**src/rtl/register_file_wb.sv**
```systemverilog
// Write-back side register file: two combinational read ports, one write port,
// and a per-register pending-write scoreboard. Optional macro REGFILE_BYPASS_EN.
module register_file_wb #(
  parameter int DATA_WIDTH = 32,
  parameter int ADDR_WIDTH = 5,
  parameter logic [DATA_WIDTH-1:0] RESET_VALUE = '0
) (
  input  logic                  clk,
  input  logic                  rst,
  input  logic                  RegWrite,
  input  logic [ADDR_WIDTH-1:0] writeReg,
  input  logic [DATA_WIDTH-1:0] writeData,
  input  logic [ADDR_WIDTH-1:0] readReg1,
  input  logic [ADDR_WIDTH-1:0] readReg2,
  output logic [DATA_WIDTH-1:0] readData1,
  output logic [DATA_WIDTH-1:0] readData2,
  input  logic                  issueValid,
  input  logic [ADDR_WIDTH-1:0] issueReg,
  output logic                  busy1,
  output logic                  busy2,
  output logic [ADDR_WIDTH:0]   pendingCount
);

  localparam int NUM_REGS = 2 ** ADDR_WIDTH;

  logic [NUM_REGS-1:0][DATA_WIDTH-1:0] regVec;
  logic [NUM_REGS-1:0]                 pendingVec;

  logic setHit;
  logic clrHit;
  logic setEff;
  logic clrEff;

  assign setHit = issueValid && (issueReg != '0);
  assign clrHit = RegWrite && (writeReg != '0);

  // Register 0 is hard-wired: no storage, never pending.
  assign regVec[0]     = '0;
  assign pendingVec[0] = 1'b0;

  genvar gi;
  generate
    for (gi = 1; gi < NUM_REGS; gi++) begin : g_reg
      logic [DATA_WIDTH-1:0] valueReg;
      logic                  pendReg;

      always_ff @(posedge clk or posedge rst) begin
        if (rst) begin
          valueReg <= RESET_VALUE;
        end else if (clrHit && (writeReg == ADDR_WIDTH'(gi))) begin
          valueReg <= writeData;
        end
      end

      // Set is checked first so a newer producer wins over a same-cycle completion.
      always_ff @(posedge clk or posedge rst) begin
        if (rst) begin
          pendReg <= 1'b0;
        end else if (setHit && (issueReg == ADDR_WIDTH'(gi))) begin
          pendReg <= 1'b1;
        end else if (clrHit && (writeReg == ADDR_WIDTH'(gi))) begin
          pendReg <= 1'b0;
        end
      end

      assign regVec[gi]     = valueReg;
      assign pendingVec[gi] = pendReg;
    end
  endgenerate

  // Count only transitions that actually flip a bit, keeping it equal to popcount.
  assign setEff = setHit && !pendingVec[issueReg];
  assign clrEff = clrHit && pendingVec[writeReg] && !(setHit && (issueReg == writeReg));

  always_ff @(posedge clk or posedge rst) begin
    if (rst) begin
      pendingCount <= '0;
    end else if (setEff && !clrEff) begin
      pendingCount <= pendingCount + 1'b1;
    end else if (clrEff && !setEff) begin
      pendingCount <= pendingCount - 1'b1;
    end
  end

`ifdef REGFILE_BYPASS_EN
  logic byp1;
  logic byp2;

  assign byp1 = clrHit && (writeReg == readReg1);
  assign byp2 = clrHit && (writeReg == readReg2);

  assign readData1 = byp1 ? writeData : regVec[readReg1];
  assign readData2 = byp2 ? writeData : regVec[readReg2];

  // A completing producer frees the register now unless another issue re-claims it.
  assign busy1 = pendingVec[readReg1] && !(byp1 && !(setHit && (issueReg == readReg1)));
  assign busy2 = pendingVec[readReg2] && !(byp2 && !(setHit && (issueReg == readReg2)));
`else
  assign readData1 = regVec[readReg1];
  assign readData2 = regVec[readReg2];
  assign busy1     = pendingVec[readReg1];
  assign busy2     = pendingVec[readReg2];
`endif

endmodule

```
**config.mk**
```make
export PLATFORM = sky130hd
export DESIGN_NAME = register_file_wb
export DESIGN_NICKNAME = d
export VERILOG_FILES = /design/src/rtl/register_file_wb.sv
export SDC_FILE = /design/constraint.sdc
export NUM_CORES = 2
export LEC_CHECK = 0
export CAP_MARGIN = 20
export CORE_MARGIN = 5
export CORE_UTILIZATION = 40
export CTS_CLUSTER_SIZE = 10
export DETAILED_ROUTE_END_ITERATION = 10
export SYNTH_ARGS = -nofsm -noshare
export SYNTH_HDL_FRONTEND = slang
export SYNTH_SLANG_ARGS = --single-unit
```
**constraint.sdc**
```tcl
create_clock -name clk -period 38.6 [get_ports clk]
set_clock_uncertainty 0.1 [all_clocks]
set_input_delay 7.72 -clock clk [delete_from_list [all_inputs] [get_ports clk]]
set_output_delay 7.72 -clock clk [all_outputs]
set_load 0.02 [all_outputs]
```
**Word-level counts from Yosys, hierarchy flattened**

Cells that the tools add are included.

- Register bits: 1029
- Bits of input ports: 56
- Output and inout port bits: 72
- Logic and storage cells: 316

- $add $sub $neg: 2
- Magnitude comparators: 4
- Equality and inequality tests: 63
- Multiplexer cells: 76
- Reductions and logical operators: 108

Operators with widths:

| cell | number |
|---|---|
| $bmux W32 S5 | 2 |
| $eq A5 B5 Y1 const B | 32 |
| $eq A5 B4 Y1 const B | 16 |
| $logic_and A1 B1 Y1 | 70 |
| $mux W1 | 66 |
| $mux W32 | 2 |
| $reduce_bool A2 Y1 | 32 |
| $eq A5 B3 Y1 const B | 8 |
| $lt A5 B6 Y1 const B | 4 |
| $bmux W1 S5 | 4 |
| $eq A5 B2 Y1 const B | 4 |
| $mux W6 | 2 |
| $eq A5 B1 Y1 const B | 2 |
| $reduce_bool A5 Y1 | 2 |
| $add A6 B1 Y6 const B | 1 |
| $sub A6 B1 Y6 const B | 1 |
| $eq A5 B5 Y1 | 1 |
| $logic_not A1 Y1 | 4 |

**Longest topological paths before layout**

- Depth in word-level cells: 8
- Depth in mapped cells: 16
- Depth with buffers taken out: 13

**Worst setup path after synthesis**

No wires, ideal clock.

- Kind: input port to output port
- Start point: input port readReg1[0]
- End point: output port readData1[10]
- Data arrival time: 9.267 ns
- Data required time: 30.780 ns
- Slack: 21.513 ns
- Cell stages on the path: 7
- Buffers on the path: 3
- Cell sequence: buf_2 -> buf_6 -> buf_2 -> mux4_2 -> a22o_1 -> o21ai_1 -> o21ai_1

- Word-level cells in the longest chain between the ends: 2

Ends and longest elaborated chain:

| item | line | text |
|---|---|---|
| from (decl) | 13 | `input logic [ADDR_WIDTH-1:0] readReg1,` |
| $bmux W32 S5 | 99 | `assign readData1 = regVec[readReg1];` |
| $mux W32 (not written as such) | 99 |  |
| to (decl) | 15 | `output logic [DATA_WIDTH-1:0] readData1,` |

Every way passes these cells. The select of a mux whose other input is x is not followed.

**Worst setup path in the final report**

- Start point: input port readReg1[0]
- End point: output port readData1[17]

Same word-level chain as after synthesis.

==> metrics.yaml <==
route:
  drt_wl_total_um: 171000
  vias: 35200
  vias_per_cell: 6.18
  drt_first_pass_iters: 6
  drc: 0
  wl_per_cell_um: 29.9
  dr.first_iter.drc_count: 2833
  antenna_left: 0
logic_synthesis:
  ys_seq_area_frac: 0.461
  ys_ff_latch: 1029
  yosysWarnings: 0
  synth-edff-count: 0
  avgSynthCellArea_sq_um: 14.5
  synth_nets: 3908
  post_synth_instance_area_sq_mm: 0.0558
  synthArstFlopShare: 1.00
  ys_types: 51
  syn_inst: 3846
  synthFlopType: "dfrtp_1"
sta:
  fmax_mhz: 47.0
  final-hold-violation-count: 0
  setup_tns_ns: 0
  maxSlewHeadroom: 0.241
  fin_crit_ns: 21.27
  drv_slew: 0
  worst_pin_slew_ns: 1.13
  setup_viol: 0
  grt_setup_unrepaired: "no"
  post-route-period-util: 0.551
grt:
  antenna_found_initial: 4
  overflow: 0
  grt_max_degree: 158
  grt_pass1_vias: 36900
  grt_pass1_wl_um: 254000
  gr-usage-all-layers: 0.231
clock_tree:
  cts_tree: "yes"
  insertion_delay_ns: 0.76
  ctsRootBufferMaster: "clkbuf_16"
  hold_buffers: 0
  clockBufferDepth: 3
  cts.sinks: 1029
  htree_levels: 3
  cts_made_buffers: 119
  post_cts_resized: 0
  clk_pin_slew_worst_paths_ns: 0.06
  post-cts-setup-buffers: 0
floorplan:
  initial_core_util: 0.402
  dieArea_sq_mm: 0.147
  num_rows: 137
  die_y_um: 384
  core_area_sq_mm: 0.139
  fp.dieW_um: 384
  pin_count: 128
final_layout:
  syn_to_final_growth_pct: 11.3
  num-fill-cells: 12500
  nets: 3834
  final_cells: 5699
  layout-drive-gt1-share: 0.462
critical_path:
  cp-start-kind: "input pin"
  endpoint_kind: "primary output"
  startpoint: "readReg1[0]"
  crit_arrival_ns: 13.45
  worstReg2RegStart: "g_reg[4].pendReg"
  cp_max_fo: 77
  cp_data_required_time_ns: 30.78
  crit_type: "in -> out"
power:
  power_leakage_nw: 26.5
  powerDensity_mw_per_mm2: 52.0
  peakVddDrop_uv: 42.9
placement:
  place.gp.congestion: 0.782
  io_buffers: 127
  dp_hpwl_um: 94000
  dp.cells: 5515
worst_hold_path:
  min_path_type: "reg -> reg"
  hp-start: "pendingCount[5]"
outcome:
  status: "finished clean"
run:
  maxCapViolations: 0
## kinds of logic (layout without fill, tap and decap cells)
kind of cell    Yosys count  after routing  synth area share
flops                  1029           1029             0.461
simple gates            242            242            0.0199
buf+inv                 432            407            0.0356
fa+ha+maj                 6              6           0.00148
compound gates          416            416            0.0504
mux                    1712           1712             0.430
other cells               0              2                 0
xor+xnor                  9              9           0.00141
## synth_stat cells, types with 2 or more instances
cell type	n	area (sq um)
ha_1	5	62.6
nand2_1	98	368
nand4_1	3	18.8
and2_1	2	12.5
and3b_1	2	17.5
nand2b_1	7	43.8
o22ai_1	46	288
nor2_1	77	289
inv_1	16	60.1
buf_6	4	45.0
nor2_2	6	37.5
clkbuf_1	199	747
mux2_1	23	259
or4_1	2	15.0
a21oi_1	35	175
nand3b_1	6	45.0
and3_1	5	31.3
mux4_2	442	9950
a22o_1	72	631
buf_1	22	82.6
a31oi_1	2	12.5
nor3_2	2	20.0
nor3_1	2	10.0
o31ai_1	34	255
buf_2	152	761
a22oi_1	66	495
nor2b_1	16	100
mux2_2	1037	11700
o21ai_0	57	285
xnor2_1	8	70.1
dfrtp_1	1029	25700
o211ai_1	3	22.5
buf_4	39	293
mux2i_1	210	2100
a21o_1	2	15.0
nor3b_1	2	15.0
o21ai_1	61	305
nand3_1	7	35.0
o221ai_1	33	289
## critical path, stage by stage
cell and delay, ns:
buf_8 0.59, buf_4 0.67, buf_4 0.69, buf_4 0.76
buf_4 0.82, mux4_2 0.60, a22o_1 0.27, o21ai_1 0.14
o21ai_1 0.25, clkdlybuf4s50_1 0.66
## layout make-up
cell class | count | area, sq um | area share
antenna | 2 | 5.00 | 0.0000805
clock inverter | 12 | 229 | 0.00368
inverter | 16 | 67.6 | 0.00109
sequential | 1029 | 25700 | 0.414
clock buffer | 158 | 3230 | 0.0519
timing repair buffer | 221 | 2260 | 0.0364
multi-input combinational | 2385 | 28300 | 0.455
tap | 1876 | 2350 | 0.0378
## final timing paths
path	endpoint	slack [ns]	depth (start not counted)
min reg2reg	pendingCount[5]	0.38	1
max reg2reg	pendingCount[5]	35.21	11
max in group asynchronous	g_reg[3].valueReg[24]	27.00	6
min	pendingCount[5]	0.38	1
max	readData1[17]	17.33	10
min in group asynchronous	g_reg[16].valueReg[3]	7.44	2
## power breakdown
group	total, mW	internal (mW)	leakage, nW	switching, mW
clock	1.05	0.595	1.68	0.455
combinational	0.731	0.432	11.7	0.299
sequential	1.45	1.29	13.1	0.154
## layout by cell type (no fill, tap or decap), types with 5 or more instances in the layout
master,instances
mux2_1,23
clkbuf_8,6
inv_1,15
nor2_4,11
o22ai_1,46
o221ai_1,33
o31ai_1,34
nor2b_4,5
a21oi_1,35
a22oi_1,66
nand2_2,9
mux4_2,442
a22o_1,72
xnor2_1,8
mux2i_1,210
clkbuf_16,125
buf_16,8
buf_8,5
mux2_2,1037
nor2_1,72
clkdlybuf4s50_1,118
clkbuf_1,31
o21ai_1,61
buf_4,82
nor2b_1,11
nand3b_1,6
o21ai_0,57
nand2_1,87
ha_1,5
dfrtp_1,1029
## metrics by stage
| step | power [mW] | hold slack (ns) | utilization | cell area, sq um | worst slack, ns |
|---|---|---|---|---|---|
| detailed placement | 2.19 | 0.373 | 0.420 | 58400 | 17.26 |
| floorplan | 1.99 | 0.370 | - | 55800 | 1.82 |
| global placement | 2.17 | 0.362 | 0.420 | 58400 | 17.28 |
| global route | 3.38 | 0.392 | 0.447 | 62100 | 16.91 |
| finish | 3.23 | 0.384 | 0.447 | 62200 | 17.33 |
| CTS | 3.25 | 0.386 | 0.445 | 61800 | 17.24 |
## sequential cells by signal, indices dropped and copies added, names as in the netlist
signal / flops
g.pendReg: 31
g.valueReg: 992
pendingCount: 6
## per-layer routing
metal  GRT usage  routed length, um
met5           0                 13
met2       0.376              80900
met4      0.0750               5910
met3      0.0363              10100
met1       0.320              73700
(Power assumes the default switching activity.)
